==> config.mk <==
export PLATFORM = sky130hd
export DESIGN_NAME = alpu_iqueue_flat
export DESIGN_NICKNAME = d
export VERILOG_FILES = /design/src/rtl/alpu_iqueue_pkg.sv /design/src/rtl/alpu_iqueue_if.sv /design/src/rtl/alpu_iqueue.sv /design/src/flat_wrapper.sv
export SDC_FILE = /design/constraint.sdc
export NUM_CORES = 1
export LEC_CHECK = 0
export ABC_AREA = 1
export BUFFER_PORTS_ARGS = -buffer_cell sky130_fd_sc_hd__buf_2
export CAP_MARGIN = 20
export CELL_PAD_IN_SITES_DETAIL_PLACEMENT = 0
export CELL_PAD_IN_SITES_GLOBAL_PLACEMENT = 1
export CORE_MARGIN = 3
export CORE_UTILIZATION = 40
export DETAILED_ROUTE_END_ITERATION = 8
export PLACE_DENSITY = 0.82
export SLEW_MARGIN = 20
export SYNTH_ARGS = -nofsm -noshare
export SYNTH_HDL_FRONTEND = slang
export SYNTH_SLANG_ARGS = --single-unit
==> constraint.sdc <==
create_clock -name clk -period 2.3 [get_ports clk]
set_input_delay 0.69 -clock clk [delete_from_list [all_inputs] [get_ports clk]]
set_output_delay 0.69 -clock clk [all_outputs]
set_load 0.01 [all_outputs]
==> src/rtl/alpu_iqueue_pkg.sv <==
// Shared record type for the per-execution-unit instruction queue feeding the ALPU operand cache.
package alpu_iqueue_pkg;

  typedef struct packed {
    logic [5:0] opcode;
    logic       op0m;
    logic [7:0] op0;
    logic       op1m;
    logic [7:0] op1;
    logic [5:0] dst;
  } type_iqueue_entry;

endpackage

==> src/rtl/alpu_iqueue_if.sv <==
// Dispatch / ALPU-cache handshake bundle around alpu_iqueue; slave is the queue side.
interface alpu_iqueue_if
  import alpu_iqueue_pkg::*;
#(
  parameter int unsigned DEPTH = 4
);

  logic                       disp_valid;
  type_iqueue_entry           disp_entry;
  logic                       disp_ready;
  type_iqueue_entry           ireq_curr_instr;
  logic                       ireq_valid;
  logic                       issue_ack;
  logic                       flush;
  logic [$clog2(DEPTH):0]     occupancy;
  logic                       stall_timeout;
  logic [7:0]                 stall_tag;

  modport slave (
    input  disp_valid, disp_entry, issue_ack, flush,
    output disp_ready, ireq_curr_instr, ireq_valid, occupancy, stall_timeout, stall_tag
  );

  modport master (
    output disp_valid, disp_entry, issue_ack, flush,
    input  disp_ready, ireq_curr_instr, ireq_valid, occupancy, stall_timeout, stall_tag
  );

endinterface

==> src/rtl/alpu_iqueue.sv <==
// In-order instruction queue: circular buffer whose head is the ALPU cache request,
// with a stall watchdog that pulses once when the head waits too long.
module alpu_iqueue
  import alpu_iqueue_pkg::*;
#(
  parameter int unsigned eu_idx      = 0,
  parameter int unsigned DEPTH       = 4,
  parameter int unsigned STALL_LIMIT = 64
) (
  input  logic          clk,
  input  logic          reset_n,
  alpu_iqueue_if.slave  bus
);

  localparam int unsigned PW = $clog2(DEPTH);
  localparam int unsigned CW = PW + 1;
  localparam logic [CW-1:0] FULL_CNT = CW'(DEPTH);
  localparam logic [7:0]    WD_LIM   = 8'(STALL_LIMIT);

  type_iqueue_entry mem [DEPTH];
  logic [PW-1:0]    wp;
  logic [PW-1:0]    rp;
  logic [CW-1:0]    cnt;
  logic [7:0]       wd;
  logic [7:0]       wd_nxt;
  logic             stall_q;
  logic             push;
  logic             pop;

  // Ready depends only on the registered count, so issue_ack never reaches disp_ready.
  assign bus.disp_ready      = (cnt != FULL_CNT);
  assign bus.ireq_valid      = (cnt != '0);
  assign bus.ireq_curr_instr = bus.ireq_valid ? mem[rp] : '0;
  assign bus.occupancy       = cnt;
  assign bus.stall_timeout   = stall_q;
  assign bus.stall_tag       = stall_q ? 8'(eu_idx) : 8'h00;

  assign push = bus.disp_valid & bus.disp_ready;
  assign pop  = bus.issue_ack & bus.ireq_valid;

  always_comb begin
    wd_nxt = wd;
    if (bus.flush || pop || !bus.ireq_valid) begin
      wd_nxt = '0;
    end else if (wd != WD_LIM) begin
      wd_nxt = wd + 8'd1;
    end
  end

  always_ff @(posedge clk or negedge reset_n) begin
    if (!reset_n) begin
      wp      <= '0;
      rp      <= '0;
      cnt     <= '0;
      wd      <= '0;
      stall_q <= 1'b0;
    end else if (bus.flush) begin
      wp      <= '0;
      rp      <= '0;
      cnt     <= '0;
      wd      <= '0;
      stall_q <= 1'b0;
    end else begin
      if (push) wp <= wp + 1'b1;
      if (pop)  rp <= rp + 1'b1;
      if (push && !pop) begin
        cnt <= cnt + 1'b1;
      end else if (pop && !push) begin
        cnt <= cnt - 1'b1;
      end
      wd      <= wd_nxt;
      // Pulse only on the transition into the limit; saturation keeps it from re-firing.
      stall_q <= (wd_nxt == WD_LIM) && (wd != WD_LIM);
    end
  end

  // Entry storage carries data only and needs no reset.
  always_ff @(posedge clk) begin
    if (push && !bus.flush) begin
      mem[wp] <= bus.disp_entry;
    end
  end

endmodule

==> src/flat_wrapper.sv <==
// flat-port wrapper written by rule: the top's interface ports become plain ports
module alpu_iqueue_flat import alpu_iqueue_pkg::*;
#(
  parameter int unsigned eu_idx      = 0,
  parameter int unsigned DEPTH       = 4,
  parameter int unsigned STALL_LIMIT = 64
)
  (clk, reset_n, bus_disp_valid, bus_disp_entry, bus_issue_ack, bus_flush, bus_disp_ready, bus_ireq_curr_instr, bus_ireq_valid, bus_occupancy, bus_stall_timeout, bus_stall_tag);
  alpu_iqueue_if #(.DEPTH(DEPTH)) bus_i ();
  input  logic clk;
  input  logic reset_n;
  input wire logic [$bits(bus_i.disp_valid)-1:0] bus_disp_valid;
  input wire logic [$bits(bus_i.disp_entry)-1:0] bus_disp_entry;
  input wire logic [$bits(bus_i.issue_ack)-1:0] bus_issue_ack;
  input wire logic [$bits(bus_i.flush)-1:0] bus_flush;
  output wire logic [$bits(bus_i.disp_ready)-1:0] bus_disp_ready;
  output wire logic [$bits(bus_i.ireq_curr_instr)-1:0] bus_ireq_curr_instr;
  output wire logic [$bits(bus_i.ireq_valid)-1:0] bus_ireq_valid;
  output wire logic [$bits(bus_i.occupancy)-1:0] bus_occupancy;
  output wire logic [$bits(bus_i.stall_timeout)-1:0] bus_stall_timeout;
  output wire logic [$bits(bus_i.stall_tag)-1:0] bus_stall_tag;
  assign bus_i.disp_valid = bus_disp_valid;
  assign bus_i.disp_entry = bus_disp_entry;
  assign bus_i.issue_ack = bus_issue_ack;
  assign bus_i.flush = bus_flush;
  assign bus_disp_ready = bus_i.disp_ready;
  assign bus_ireq_curr_instr = bus_i.ireq_curr_instr;
  assign bus_ireq_valid = bus_i.ireq_valid;
  assign bus_occupancy = bus_i.occupancy;
  assign bus_stall_timeout = bus_i.stall_timeout;
  assign bus_stall_tag = bus_i.stall_tag;
  alpu_iqueue #(.eu_idx(eu_idx), .DEPTH(DEPTH), .STALL_LIMIT(STALL_LIMIT)) u_core (.clk(clk), .reset_n(reset_n), .bus(bus_i));
endmodule
Word-level counts from Yosys, hierarchy flattened. Memories as Yosys holds them, arrays and structs flattened. Index checks and enable logic that the tools add are counted.

Register bits: 16. Memory bits (writable): 120. Bits of input ports: 35. Output and inout bits: 44. Memories: 1.

Memories: u_core.mem (depth 4, width 30, read ports 1, clocked after Yosys merged registers in 0, write ports 1, RTL line alpu_iqueue.sv:20) `type_iqueue_entry mem [DEPTH];`.

$add $sub $neg: 5. Eq/ne operators: 3. Muxes and demuxes: 14. Bitwise gates (word level): 2. Reduce and logical (&&, ||, !) cells: 14.

Operators with widths (number): 30-bit two-way mux (1); 8-bit two-way mux (3); 3-bit two-way mux (3); 8-bit by 1-bit adder with 8-bit output (second input constant) (1); 8-bit by 7-bit == test with 1-bit output (second input constant) (1); 2-bit two-way mux (4); 8-bit by 7-bit != test with 1-bit output (second input constant) (1); 3-bit nonzero test (2); 2-bit by 1-bit adder with 2-bit output (second input constant) (2); 1-bit logical AND (4); 1-bit zero test (4); 2-bit nonzero test (2); 3-bit by 1-bit adder with 3-bit output (second input constant) (1); 1-bit two-way mux (3); 3-bit != test (second input constant) (1); 3-bit by 1-bit subtractor with 3-bit output (second input constant) (1); 1-bit bitwise AND (2); 1-bit logical OR (2).

Logic depth before layout (Yosys ltp).
Depth after elaboration: 8. Depth in mapped cells: 11. Gate-level depth less buffers: 11.

Least setup slack after synthesis. OpenSTA, ideal clock, no wires.

Kind: input-to-reg. Start: input bus_flush. End: memory u_core.mem[0][0] (netlist bit) (enable). Arrival: 2.191 ns. Data required time: 1.883 ns. Path slack: -0.308 ns. Stages: 3. Path buffers: 0. Path through: inv_1 -> nand2_4 -> nor2_1.

Longest elaborated chain between the ends: 4.

RTL lines: start, declared (RTL line flat_wrapper.sv:15) `input wire logic [$bits(bus_i.flush)-1:0] bus_flush;`; 1-bit zero test (RTL line alpu_iqueue.sv:79) `if (push && !bus.flush) begin`; 1-bit logical AND (RTL line alpu_iqueue.sv:79); 1-bit two-way mux (RTL line alpu_iqueue.sv:79); 1-bit two-way mux (not written as such) (RTL line alpu_iqueue.sv:80) `mem[wp] <= bus.disp_entry;`; end, declared (RTL line alpu_iqueue.sv:20).

Every way passes these cells.

Final worst setup path.
Start: register u_core.rp[0]. End: output bus_ireq_curr_instr[17].

Longest elaborated chain between the ends: 2.

RTL lines: start, declared (RTL line alpu_iqueue.sv:22) `logic [PW-1:0] rp;`; start signal, assigned (RTL line alpu_iqueue.sv:65) `if (pop) rp <= rp + 1'b1;`; memory read 4 x 30 bit; 30-bit two-way mux (RTL line alpu_iqueue.sv:33) `assign bus.ireq_curr_instr = bus.ireq_valid ? mem[rp] : '0;`; end, declared (RTL line flat_wrapper.sv:17) `output wire logic [$bits(bus_i.ireq_curr_instr)-1:0] bus_ireq_curr_instr;`.

Every way passes these cells.

==> qor.txt <==
Status = finished with violations
Violated checks = setup timing
Initial antenna violation count = 3
Reg clk slew, reported paths = 0.06 ns
Setup slack after layout = -0.0872 ns
Max_cap viols = 0
Yosys warnings = 0
Buffers & Inverters on Critical Path = 4
Mapped Cells = 509
Setup Viol. Count Final = 22
TritonCTS buffer count = 17
Tmin final = 2.39 ns
CP max FO = 9
Row cnt = 43
Total grt overflow = 0
Critical Path RT = 1.61 ns
Core footprint = 14000 sq um
P_int = 5600 uW
Cell Count, Final, Fillers Out = 801
Peak supply drop = 0.000669 V
Setup WS pre-CTS = 0.223 ns
Setup Crit Path Kind = reg2out
Largest net degree at the start of global routing = 31
IO Port Bufs = 70
I/O pin total = 79
Reg2reg start = u_core.bus.occupancy[0]
Share of cells above drive strength 1 = 29.8%
Die Y = 126 microns
Reg2Reg Depth = 11
Worst reg2reg path endpoint = u_core.bus.occupancy[2]
Synthesized flop and latch total = 136
Setup Skew = 0.0139 ns
PD cells = 1080 nW/um^2
Total wire length = 13400 microns
WL per Instance = 16.8 microns
Post-synthesis cell type count = 31
Mapped Avg Cell Area = 11.4 sq um
Via count of the first global-routing pass = 3975
Hold buffer count at CTS = 0
Clk sink count = 136
CTS tree = built
Pins over their slew limit = 0
Die Wd = 126 microns
Internal reg-to-reg setup slack = 0.46 ns
Sw Ratio = 30.4%
Critical path's top delay family = buffers and inverters
Hold Vio Cnt, Final = 0
All-layer global routing usage = 16.2%
Layout area overhead = 29.2%
Clock Latency Late Sink = 0.42 ns
Fillcell total = 1132
Initial DRC Count = 296
Gate power share = 29.7%
DRC Markers = 0
Worst Setup End Kind = output pin
CP arrival = 1.70 ns
Switching power = 2450 uW
Initial Util = 41.2%
Root buf cell = clkbuf_16
Part of the power in registers = 36.2%
Die area = 16000 sq um
Type of the worst min-delay path = in2async
CTS Buffer Depth = 2
Drt pass-1 iters = 5
Setup TNS Final = -0.700 ns
Post-placement cell count = 751
Crit-path cells = buf_4 > clkinv_8 > clkbuf_16 > o21ai_1 > a21oi_2 > buf_2
Lkg Pwr = 0.00293 uW
Clock network fraction of design power = 34.0%
RSZ-0062 raised after global routing = yes
Nets = 649
CP max stage delay = 0.42 ns
Period Utilization, post-route = 104%
First-pass GRT wire length = 19900 microns
Seq/Total Area, Yosys = 69.1%
DP Wirelength = 7760 microns
Routed Antenna Nets = 0
Startpoint types = register
Clock H-tree levels = 4
Max Fclk = 419 MHz
Vias = 4023
Cell area after synthesis = 5790 sq um
Placer congestion estimate = 0.764
Via/cell ratio = 5.02
Crit-path slowest cell = dfrtp_2
worst max path at each step:
stage	from	to	slack [ns]	cells after the start
final	u_core.rp[0]	bus_ireq_curr_instr[17]	-0.09	6
after global routing	u_core.rp[0]	bus_ireq_curr_instr[28]	-0.19	7
after global placement	u_core.rp[0]	bus_ireq_curr_instr[14]	0.24	6
after CTS	u_core.rp[0]	bus_ireq_curr_instr[3]	-0.11	7
after floorplan	bus_flush	u_core.mem[0][0]	-0.31	3
after detailed placement	u_core.rp[0]	bus_ireq_curr_instr[9]	0.22	6
stage by stage:
step | utilization, % | power [uW] | hold slack [ns] | area [sq um]
final | 53.3 | 8050 | 0.198 | 7480
after global routing | 53.3 | 8440 | 0.217 | 7480
after floorplan | - | 4130 | 0.394 | 5820
after global placement | 45.9 | 4850 | 0.585 | 6450
after CTS | 51.7 | 7880 | 0.201 | 7260
after detailed placement | 45.9 | 4880 | 0.594 | 6450
synthesized netlist by cell type:
cell      number  area share (%)
nor2_1       134             8.7
edfxtp_1     120              62
o21ai_0       65             5.6
a21oi_1       35             3.0
nand2_1       30             1.9
inv_1         25             1.6
dfrtp_1       16             6.9
clkbuf_1      12            0.78
nand3_1       12             1.0
buf_2          9            0.78
buf_4          8             1.0
inv_2          7            0.45
ha_1           6             1.3
nand2_4        5            0.97
nor2_2         3            0.32
buf_1          2            0.13
nand2_2        2            0.22
nand3_2        2            0.35
nand4_1        2            0.22
nor2_4         2            0.39
o21ai_1        2            0.17
clkinv_1       1           0.065
conb_1         1           0.065
fa_1           1            0.35
nand3_4        1            0.30
nor3_2         1            0.17
nor4_1         1            0.11
o21bai_1       1            0.13
o22ai_2        1            0.22
xnor2_1        1            0.15
xor2_2         1            0.28
repair_timing:
action                                  in CTS  in global routing
endpoints found under the setup margin      30                 30
pin swaps                                    2                 15
resized for setup                           35                 61
cloned                                       3                  7
setup buffers                                5                  4
cell families after synthesis:
| group | after synthesis | share of synthesized area (%) |
|---|---|---|
| AO/OA/AOI/OAI | 104 | 9.16 |
| XOR/XNOR | 2 | 0.432 |
| adder cells (fa/ha/maj) | 7 | 1.64 |
| AND/OR/NAND/NOR | 195 | 14.7 |
| flip-flops | 136 | 69.1 |
| buffers and inverters | 64 | 4.86 |
| other | 1 | 0.0647 |
per-layer routing:
| layer | GRT usage (%) | wire length (microns) |
|---|---|---|
| met5 | 0 | 21 |
| met2 | 26.9 | 6770 |
| met4 | 7.38 | 211 |
| met1 | 19.7 | 5600 |
| met3 | 4.88 | 834 |
power by group through the flow:
stage / Clock [uW] / Combinational, uW / Sequential (uW)
after global placement: 0 / 1890 / 2950
after detailed placement: 0 / 1920 / 2960
after global routing: 2890 / 2620 / 2930
final: 2740 / 2400 / 2920
after CTS: 2770 / 2200 / 2920
after floorplan: 0 / 1170 / 2960
state kept, by name (all words and copies together), names as in the netlist:
signal	flops
u_core.rp	2
u_core.wp	2
u_core.bus.stall_timeout	1
u_core.wd	8
u_core.mem	120
u_core.bus.occupancy	3
final cells by class:
cell class	count	area, sq um	share of cell area, %
Clock inverter	12	149	1.99
Antenna cell	1	2.50	0.0334
Inverter	33	141	1.89
Multi-Input combinational cell	316	1630	21.8
Clock buffer	20	457	6.10
Tap cell	180	225	3.01
Timing Repair Buffer	103	875	11.7
Sequential cell	136	4010	53.5
cells in the final DEF, fill, tap and decap left out, types with 10 or more instances in the layout:
| master | count |
|---|---|
| edfxtp_1 | 120 |
| nor2_1 | 118 |
| buf_2 | 70 |
| o21ai_1 | 41 |
| a21oi_1 | 31 |
| nand2_1 | 30 |
| inv_1 | 23 |
| o21ai_0 | 23 |
| clkbuf_16 | 23 |
| dfrtp_1 | 14 |
| nor2_2 | 13 |
| nand3_1 | 12 |
| buf_12 | 10 |
| buf_4 | 10 |
Note: power is estimated with default switching activity, not from simulation.
